===== config.mk =====
export PLATFORM = sky130hd
export DESIGN_NAME = alu_seq_mul
export DESIGN_NICKNAME = d
export VERILOG_FILES = /design/src/rtl/alu_pkg.sv /design/src/rtl/alu_seq_mul.sv
export SDC_FILE = /design/constraint.sdc
export NUM_CORES = 1
export LEC_CHECK = 0
export CORE_MARGIN = 5
export CORE_UTILIZATION = 43
export DETAILED_ROUTE_END_ITERATION = 8
export HOLD_SLACK_MARGIN = 0.08
export PLACE_DENSITY = 0.84
export SLEW_MARGIN = 20
export SYNTH_ARGS = -nofsm -noshare
export SYNTH_HDL_FRONTEND = slang
export SYNTH_SLANG_ARGS = --single-unit
export TNS_END_PERCENT = 100

===== constraint.sdc =====
create_clock -name clk -period 4.5 [get_ports clk]
set_clock_uncertainty 0.15 [all_clocks]
set_input_delay 0.675 -clock clk [delete_from_list [all_inputs] [get_ports clk]]
set_output_delay 0.675 -clock clk [all_outputs]
set_load 0.01 [all_outputs]

===== src/rtl/alu_pkg.sv =====
// Shared definitions for the combinational ALU and the sequential multiplier:
// ALU command codes and the multiplier state encoding.
package alu_pkg;

  localparam logic [3:0] CMD_ADD = 4'd0;
  localparam logic [3:0] CMD_SUB = 4'd1;
  localparam logic [3:0] CMD_SHL = 4'd2;
  localparam logic [3:0] CMD_SHR = 4'd3;
  localparam logic [3:0] CMD_EQ  = 4'd4;
  localparam logic [3:0] CMD_GT  = 4'd5;
  localparam logic [3:0] CMD_LT  = 4'd6;

  typedef enum logic [1:0] {
    IDLE = 2'd0,
    ADD  = 2'd1,
    DONE = 2'd2
  } mul_state_e;

endpackage


===== src/rtl/alu_seq_mul.sv =====
// Sequential multiplier: computes a*b by issuing b ADD commands to an external
// ALU and accumulating its result; start/done handshake towards the requester.
module alu_seq_mul
  import alu_pkg::*;
#(
  parameter int N = 8,
  parameter int M = 4
) (
  input  logic         clk,
  input  logic         rst,
  input  logic         start,
  input  logic [N-1:0] a,
  input  logic [M-1:0] b,
  output logic         busy,
  output logic         done,
  output logic [N-1:0] product,
  output logic         ovf,
  output logic [N-1:0] alu_op1,
  output logic [N-1:0] alu_op2,
  output logic [3:0]   alu_cmd,
  input  logic [N-1:0] alu_out,
  input  logic         alu_over
);

  mul_state_e  state_q, state_d;
  logic [N-1:0] a_q, a_d;
  logic [M-1:0] cnt_q, cnt_d;
  logic [N-1:0] acc_q, acc_d;
  logic         ovf_q, ovf_d;

  // State and datapath registers
  always_ff @(posedge clk or posedge rst) begin
    if (rst) begin
      state_q <= IDLE;
      a_q     <= '0;
      cnt_q   <= '0;
      acc_q   <= '0;
      ovf_q   <= 1'b0;
    end else begin
      state_q <= state_d;
      a_q     <= a_d;
      cnt_q   <= cnt_d;
      acc_q   <= acc_d;
      ovf_q   <= ovf_d;
    end
  end

  // Next-state logic and ALU drive; ALU sees a zero add outside ADD
  always_comb begin
    state_d = state_q;
    a_d     = a_q;
    cnt_d   = cnt_q;
    acc_d   = acc_q;
    ovf_d   = ovf_q;
    alu_op1 = '0;
    alu_op2 = '0;
    alu_cmd = CMD_ADD;
    case (state_q)
      IDLE: begin
        if (start) begin
          a_d     = a;
          cnt_d   = b;
          acc_d   = '0;
          ovf_d   = 1'b0;
          state_d = (b != '0) ? ADD : DONE;
        end else begin
          state_d = IDLE;
        end
      end
      ADD: begin
        alu_op1 = acc_q;
        alu_op2 = a_q;
        acc_d   = alu_out;
        ovf_d   = ovf_q | alu_over;
        cnt_d   = cnt_q - {{(M-1){1'b0}}, 1'b1};
        if (cnt_q == {{(M-1){1'b0}}, 1'b1}) begin
          state_d = DONE;
        end else begin
          state_d = ADD;
        end
      end
      DONE:    state_d = IDLE;
      default: state_d = IDLE;
    endcase
  end

  assign busy    = (state_q == ADD);
  assign done    = (state_q == DONE);
  assign product = acc_q;
  assign ovf     = ovf_q;

endmodule

# Word level (Yosys, flattened, before mapping)

Cells that the tools add are included.
Widths: inputs -> output; s select.

Register bits after elaboration: 23
Input bits: 24

$add $sub $neg: 1
Equal/unequal tests: 4
Mux-type cells: 12
Bitwise gates (word level): 1
Reduce and logical (&&, ||, !) cells: 5

Operators with widths:

| operator            | number |
|---|---|
| $mux 8              | 3 |
| $pmux 8 s2          | 1 |
| $pmux 4 s2          | 1 |
| $mux 2              | 3 |
| $eq 4x1->1 const B  | 1 |
| $mux 4              | 1 |
| $pmux 2 s2          | 1 |
| $reduce_and 2->1    | 2 |
| $reduce_bool 4->1   | 1 |
| $sub 4x1->4 const B | 1 |
| $eq 2x1->1 const B  | 1 |
| $eq 2x2->1 const B  | 1 |
| $logic_not 2->1     | 1 |
| $ne 2x2->1 const B  | 1 |
| $pmux 1 s2          | 1 |
| $reduce_bool 2->1   | 1 |
| $mux 1              | 1 |
| $or 1x1->1          | 1 |

# Logic depth before layout (Yosys ltp)

Gate-level depths: netlist of the first run.

Depth in word-level cells: 4
Gate-level depth with buffers: 5
Gate-level depth less buffers: 5

# Worst setup path after synthesis of the first run

No wires, ideal clock.

Kind: register to output
Start point: register state_q[1]
End point: output alu_op1[4]
Data arrival time: 1.008 ns
Path slack: 2.667 ns
Stages on the path, launching flop included: 5
Cell sequence: dfrtp_1 -> nand2b_4 -> inv_2 -> buf_2 -> and2_1

Word-level cells in the longest chain between the ends: 2

RTL lines:

| item                   | line              | RTL |
|---|---|---|
| start, declared        | alu_seq_mul.sv:25 | `mul_state_e state_q, state_d;` |
| start signal, assigned | alu_seq_mul.sv:40 | `state_q <= state_d;` |
| $eq 2x1->1             | -                 |  |
| named net busy         | alu_seq_mul.sv:14 | `output logic busy,` |
| $mux 8                 | alu_seq_mul.sv:58 | `case (state_q)` |
| end, declared          | alu_seq_mul.sv:18 | `output logic [N-1:0] alu_op1,` |

The timed path passes the listed nets, and every way through them passes these cells.

# Worst setup path in the final report of the first run

Start point: register state_q[1]
End point: output alu_op1[3]

Word-level cells in the longest chain between the ends: 2

RTL lines:

| item       | line |
|---|---|
| $eq 2x1->1 | alu_seq_mul.sv:58 |
| $mux 8     | alu_seq_mul.sv:58 |

Every way passes these cells.

==> results.sh, run 1 <==
export IMPL_drt_iter0_markers=41
export IMPL_vias=1021
export IMPL_p_comb_share_pct=56.6
export IMPL_hold_buffers=0
export IMPL_worstMarginPinSlew_ns=0.829
export IMPL_initial_core_util_pct=45.9
export IMPL_coreArea_um2=2520
export IMPL_finalMaxSlewViolations=0
export IMPL_die_area_um2=3830
export IMPL_wl_met1_mm=1.12
export IMPL_synth_main_ff_cell="dfrtp_1"
export IMPL_worstSkewPairLatency_ns=0.30
export IMPL_ir_drop_mv=0.420
export IMPL_syn_inst=115
export IMPL_hold_viol=0
export IMPL_grt_max_degree=31
export IMPL_synth_cell_types=30
export IMPL_cp_end_kind="output port"
export IMPL_synth_edf_count=0
export IMPL_tns_ns=0
export IMPL_first_global_vias=985
export IMPL_leakage_nw=0.750
export IMPL_seq_area_frac_synth_pct=49.7
export IMPL_drv_cap=0
export IMPL_n_fill_cell=215
export IMPL_p_sw_share_pct=37.9
export IMPL_synth_compound_area_share_pct=15.4
export IMPL_synthXorXnorAreaFrac_pct=0
export IMPL_wl_met2_mm=1.61
export IMPL_areaGrowthSynthToFinish_pct=43.4
export IMPL_muxShareOfSynthArea_pct=0
export IMPL_final_area_um2=1660
export IMPL_period_share_pct=64.1
export IMPL_layout_min_cycle_time_ns=2.88
export IMPL_hold_path_class="reg2reg"
export IMPL_relSlewSlack_pct=44.6
export IMPL_ys_async_sr_fraction_pct=100
export IMPL_setup_viol=0
export IMPL_portBuffers=50
export IMPL_cts_tree="yes"
export IMPL_criticalPathCategory="reg2out"
export IMPL_top_layer="met4"
export IMPL_overflow=0
export IMPL_antenna_found_initial=0
export IMPL_cts_buffers=3
export IMPL_powerDensity_nw_per_um2=652
export IMPL_crit_fanout=30
export IMPL_htree_num_levels=1
export IMPL_grt_first_pass_wirelength_mm=4.76
export IMPL_power_switching_mw=0.411
export IMPL_rows=18
export IMPL_pwr_share_seq_pct=35.0
export IMPL_ys_seq_elements=23
export IMPL_drtPass1Iterations=6
export IMPL_wire_per_inst_um=15.4
export IMPL_synth_adder_area_share_pct=2.16
export IMPL_ant_nets=0
export IMPL_post_cts_buffers=0
export IMPL_dp_cells=189
export IMPL_synth_area_top_cells="dfrtp_1 50%, and2_1 8.6%, nand2_1 8.1%"
export IMPL_vias_per_cell=5.29
export IMPL_diodes=0
export IMPL_drive_gt1_share_pct=6.13
export IMPL_dr_wl_met3_um=205
export IMPL_cts_resized=0
export IMPL_avgSynthCellArea_um2=10.1
export IMPL_clk_path_buf_depth=2
export IMPL_max_freq_ghz=0.347
export IMPL_cts_sinks=23
export IMPL_startpoint_type="register"
export IMPL_die_w_um=61.9
export IMPL_fin_hold_ws_ns=0.343
export IMPL_status="finished, final reports clean"
export IMPL_drt_total_wl_mm=2.97
export IMPL_cellInternalPower_mw=0.672
export IMPL_p_total_mw=1.08
export IMPL_yosys_area_top_type="dfrtp_1"
export IMPL_crit_required_ns=3.67
export IMPL_yosys_warnings=0
export IMPL_placed_cell_area_um2=1630
export IMPL_synth_top_cell_area_share_pct=49.7
export IMPL_grtUsageTotal_pct=17.1
export IMPL_io_pins=55
export IMPL_cp_arrival_ns=2.06
export IMPL_drc=0
export IMPL_root_buffer="clkbuf_4"
export IMPL_clk_pin_slew_ns=0.12
export IMPL_synth_top_family_by_area="simple AND/OR/NAND/NOR gates"
export IMPL_synthSimpleGateAreaFrac_pct=24.4
export IMPL_synth_area_um2=1160
export IMPL_rsz0062_at_grt="false"
export IMPL_nets=190
export IMPL_fin_cells=193
export IMPL_pwr_share_clk_pct=8.4
export IMPL_gp_congestion=0.801
export IMPL_place_hpwl_mm=2.34
export IMPL_die_h_um=61.9
## power by group through the flow
stage	Sequential [mW]	Combinational, mW	Clock, mW
floorplan	0.381	0.326	0
global placement	0.375	0.591	0
detailed placement	0.381	0.615	0
CTS	0.377	0.620	0.0950
global route	0.392	0.661	0.107
finish	0.379	0.612	0.0911
## layer usage
layer	up-vias	GRT usage, %
li1	477	-
met1	489	19.3
met2	49	32.3
met3	6	2.48
met4	0	6.36
met5	-	0
## layout by cell type, fill, tap and decap left out, drive strengths merged, types with 4 or more instances in the layout
| cell type | synthesis | final |
|---|---|---|
| nand2 | 25 | 25 |
| inv | 5 | 5 |
| and2 | 16 | 16 |
| clkdlybuf4s50 | 0 | 50 |
| a22o | 9 | 9 |
| a21oi | 4 | 4 |
| conb | 1 | 4 |
| dfrtp | 23 | 23 |
## worst max-delay path, cell delays in order (launching register included)
cell and delay, ns:
dfrtp_1 0.49, nand2b_4 0.20, inv_2 0.32, and2_1 0.20, clkdlybuf4s50_1 0.54
## worst paths after layout
check	startpoint	to	slack, ns	cells past startpoint
max in group asynchronous	rst	product[6]	3.02	2
worst min-delay path	a_q[3]	a_q[3]	0.34	2
worst min register to register	a_q[3]	a_q[3]	0.34	2
worst max-delay path	state_q[1]	alu_op1[3]	1.62	4
min in group asynchronous	rst	cnt_q[0]	0.67	2
worst max register to register	state_q[0]	cnt_q[2]	2.67	3
## sequential cells by signal, summed over array words and instances, names as in the netlist
signal / count
product: 8
cnt_q: 4
a_q: 8
ovf: 1
state_q: 2
## Yosys cell counts, types with 2 or more instances
| cell | instances |
|---|---|
| ha_1 | 2 |
| nand2_1 | 25 |
| nor2_1 | 2 |
| o22ai_1 | 3 |
| dfrtp_1 | 23 |
| buf_4 | 4 |
| a21oi_1 | 4 |
| a22o_1 | 9 |
| inv_1 | 4 |
| buf_6 | 3 |
| nor3b_1 | 2 |
| and2_1 | 16 |
## through the flow
stage          worst slack [ns]  util (%)
2_1_floorplan              2.67         -
3_3_place_gp               1.95      64.8
3_5_place_dp               1.89      64.8
4_1_cts                    1.60      65.9
5_1_grt                    1.48      65.9
6_report                   1.62      65.9
## kinds of logic after synthesis
logic type      after synthesis
simple gates                 53
flops                        23
compound gates               22
buf+inv                      14
fa+ha+maj                     2
other cells                   1
## cell type report
class | instances | area [um2] | share of cell area, %
Clock buffer | 3 | 22.5 | 1.36
Clock inverter | 1 | 5.00 | 0.301
Inverter | 5 | 18.8 | 1.13
Multi-Input combinational cell | 81 | 502 | 30.2
Sequential cell | 23 | 576 | 34.6
Tap cell | 30 | 37.5 | 2.26
Timing Repair Buffer | 50 | 500 | 30.1
No activity file was read; power rests on OpenSTA's default activity.
==> inputs of run 2 (changes only) <==
--- a/config.mk
+++ b/config.mk
@@ -6,10 +6,10 @@
 export NUM_CORES = 1
 export LEC_CHECK = 0
 export CORE_MARGIN = 5
-export CORE_UTILIZATION = 43
+export CORE_UTILIZATION = 40
 export DETAILED_ROUTE_END_ITERATION = 8
 export HOLD_SLACK_MARGIN = 0.08
-export PLACE_DENSITY = 0.84
+export PLACE_DENSITY = 0.79
 export SLEW_MARGIN = 20
 export SYNTH_ARGS = -nofsm -noshare
 export SYNTH_HDL_FRONTEND = slang
==> constraint.sdc (replaced) <==
create_clock -name clk -period 2.7 [get_ports clk]
set_clock_uncertainty 0.15 [all_clocks]
set_input_delay 0.405 -clock clk [delete_from_list [all_inputs] [get_ports clk]]
set_output_delay 0.405 -clock clk [all_outputs]
set_load 0.01 [all_outputs]
==> results.sh, run 2 (synthesized netlist as in run 1, its figures left out) <==
export IMPL_cp_depth=4
export IMPL_crit_fanout=30
export IMPL_criticalPathCategory="reg2out"
export IMPL_finalMaxSlewViolations=0
export IMPL_pwr_share_seq_pct=35.0
export IMPL_reg2regPathDepth=4
export IMPL_rows=19
export IMPL_p_comb_share_pct=56.5
export IMPL_drt_total_wl_mm=2.79
export IMPL_die_h_um=63.8
export IMPL_path_buf_inv=2
export IMPL_layout_min_cycle_time_ns=2.45
export IMPL_fin_util_pct=60.9
export IMPL_first_global_vias=944
export IMPL_worstSkewPairLatency_ns=0.30
export IMPL_overflow=0
export IMPL_startpoint_type="register"
export IMPL_ir_drop_mv=0.768
export IMPL_multi_input_area_um2=502
export IMPL_regArea_um2=576
export IMPL_drt_iter0_markers=33
export IMPL_period_share_pct=90.8
export IMPL_grtUsageTotal_pct=13.7
export IMPL_drv_cap=0
export IMPL_ant_nets=0
export IMPL_cts_buffers=3
export IMPL_worst_path_max_delay_cell="clkdlybuf4s50_1"
export IMPL_final_cell_mix="50 x clkdlybuf4s50_1, 25 x nand2_1, 23 x dfrtp_1"
export IMPL_cp_arrival_ns=1.90
export IMPL_hold_viol=0
export IMPL_final_common_cell="clkdlybuf4s50_1"
export IMPL_drive_gt1_share_pct=6.67
export IMPL_tns_ns=0
export IMPL_drtPass1Iterations=4
export IMPL_coreArea_um2=2760
export IMPL_n_fill_cell=245
export IMPL_hold_buffers=0
export IMPL_max_freq_ghz=0.408
export IMPL_crit_required_ns=2.14
export IMPL_cpPeakStageDelay_ns=0.54
export IMPL_vias_per_cell=4.91
export IMPL_htree_num_levels=1
export IMPL_root_buffer="clkbuf_4"
export IMPL_die_area_um2=4070
export IMPL_grt_first_pass_wirelength_mm=4.55
export IMPL_grt_max_degree=31
export IMPL_nets=192
export IMPL_hold_path_class="in2async"
export IMPL_rr_startpoint="state_q[0]"
export IMPL_p_sw_share_pct=36.9
export IMPL_rrSetupSlack_ns=1.10
export IMPL_status="finished, final reports clean"
export IMPL_initial_core_util_pct=42.0
export IMPL_timing_rr_end="cnt_q[2]"
export IMPL_io_pins=55
export IMPL_cp_end_kind="output port"
export IMPL_clk_pin_slew_ns=0.12
export IMPL_p_total_mw=1.79
export IMPL_rsz0062_at_grt="false"
export IMPL_place_hpwl_mm=2.24
export IMPL_cp_cell_sequence="nand2b_4 -> inv_4 -> and2_1 -> clkdlybuf4s50_1"
export IMPL_vias=963
export IMPL_diodes=0
export IMPL_die_w_um=63.8
export IMPL_power_switching_mw=0.661
export IMPL_antenna_found_initial=0
export IMPL_cellInternalPower_mw=1.13
export IMPL_areaGrowthSynthToFinish_pct=44.9
export IMPL_clk_path_buf_depth=2
export IMPL_gp_congestion=0.865
export IMPL_portBuffers=50
export IMPL_cts_sinks=23
export IMPL_cts_tree="yes"
export IMPL_setup_viol=0
export IMPL_drc=0
export IMPL_critPathLaunch="state_q[1]"
export IMPL_pwr_share_clk_pct=8.5
export IMPL_powerDensity_nw_per_um2=1070
export IMPL_leakage_nw=0.757
export IMPL_crit_family="buffers and inverters"
export IMPL_post_cts_buffers=0
export IMPL_wire_per_inst_um=14.2
export IMPL_endpoint="alu_op1[5]"
==> run 2: cell count changes in the layout (fill, tap and decap cells not counted) <==
cell | before | now
inv_4 | 0 | 1
clkbuf_1 | 0 | 1
clkinv_2 | 1 | 0
inv_2 | 1 | 0
buf_4 | 0 | 2
==> run 2: what timing repair did <==
action,in CTS,in global routing
endpoints found under the setup margin,0,10
gates resized for setup,0,2
endpoints found under the hold margin,0,0
==> run 2: final cells by class <==
| class | instances | area share (%) |
|---|---|---|
| tap | 31 | 2.31 |
| timing repair buffer | 52 | 30.7 |
| sequential | 23 | 34.3 |
| clock buffer | 4 | 1.56 |
| inverter | 5 | 1.27 |
| multi-input combinational | 81 | 29.9 |
==> run 2: metal layers <==
layer | share of wire (%) | global-route usage, %
met1 | 43 | 17.8
met2 | 50 | 22.5
met3 | 5.5 | 2.98
met4 | 0.97 | 4.68
met5 | 0 | 0
==> run 2: worst min-delay path, stage by stage <==
cell	delay, ns
clkdlybuf4s50_1	0.39
inv_1	0.05
buf_4	0.28
==> run 2: how the worst min path moves through the flow <==
stage / from / end / slack [ns] / cells after the start
floorplan: rst / a_q[0] / 0.26 / 1
global placement: a_q[6] / a_q[6] / 0.30 / 2
detailed placement: a_q[6] / a_q[6] / 0.30 / 2
CTS: rst / product[7] / 0.27 / 3
global route: rst / cnt_q[3] / 0.29 / 3
finish: rst / product[2] / 0.27 / 3
==> run 2: metrics by stage <==
stage | hold WS [ns] | instances | setup slack, ns | cell area, um2
finish | 0.271 | 196 | 0.249 | 1680
global route | 0.289 | 196 | 0.115 | 1680
CTS | 0.268 | 196 | 0.0825 | 1680
detailed placement | 0.305 | 192 | 0.431 | 1650
global placement | 0.300 | 192 | 0.496 | 1650
floorplan | 0.257 | 118 | 1.14 | 1170
==> run 2: power by group through the flow <==
| stage | Sequential [mW] | Clock, mW | Combinational, mW |
|---|---|---|---|
| floorplan | 0.635 | 0 | 0.543 |
| global placement | 0.626 | 0 | 0.997 |
| detailed placement | 0.637 | 0 | 1.02 |
| CTS | 0.628 | 0.163 | 1.03 |
| global route | 0.652 | 0.175 | 1.11 |
| finish | 0.628 | 0.151 | 1.01 |
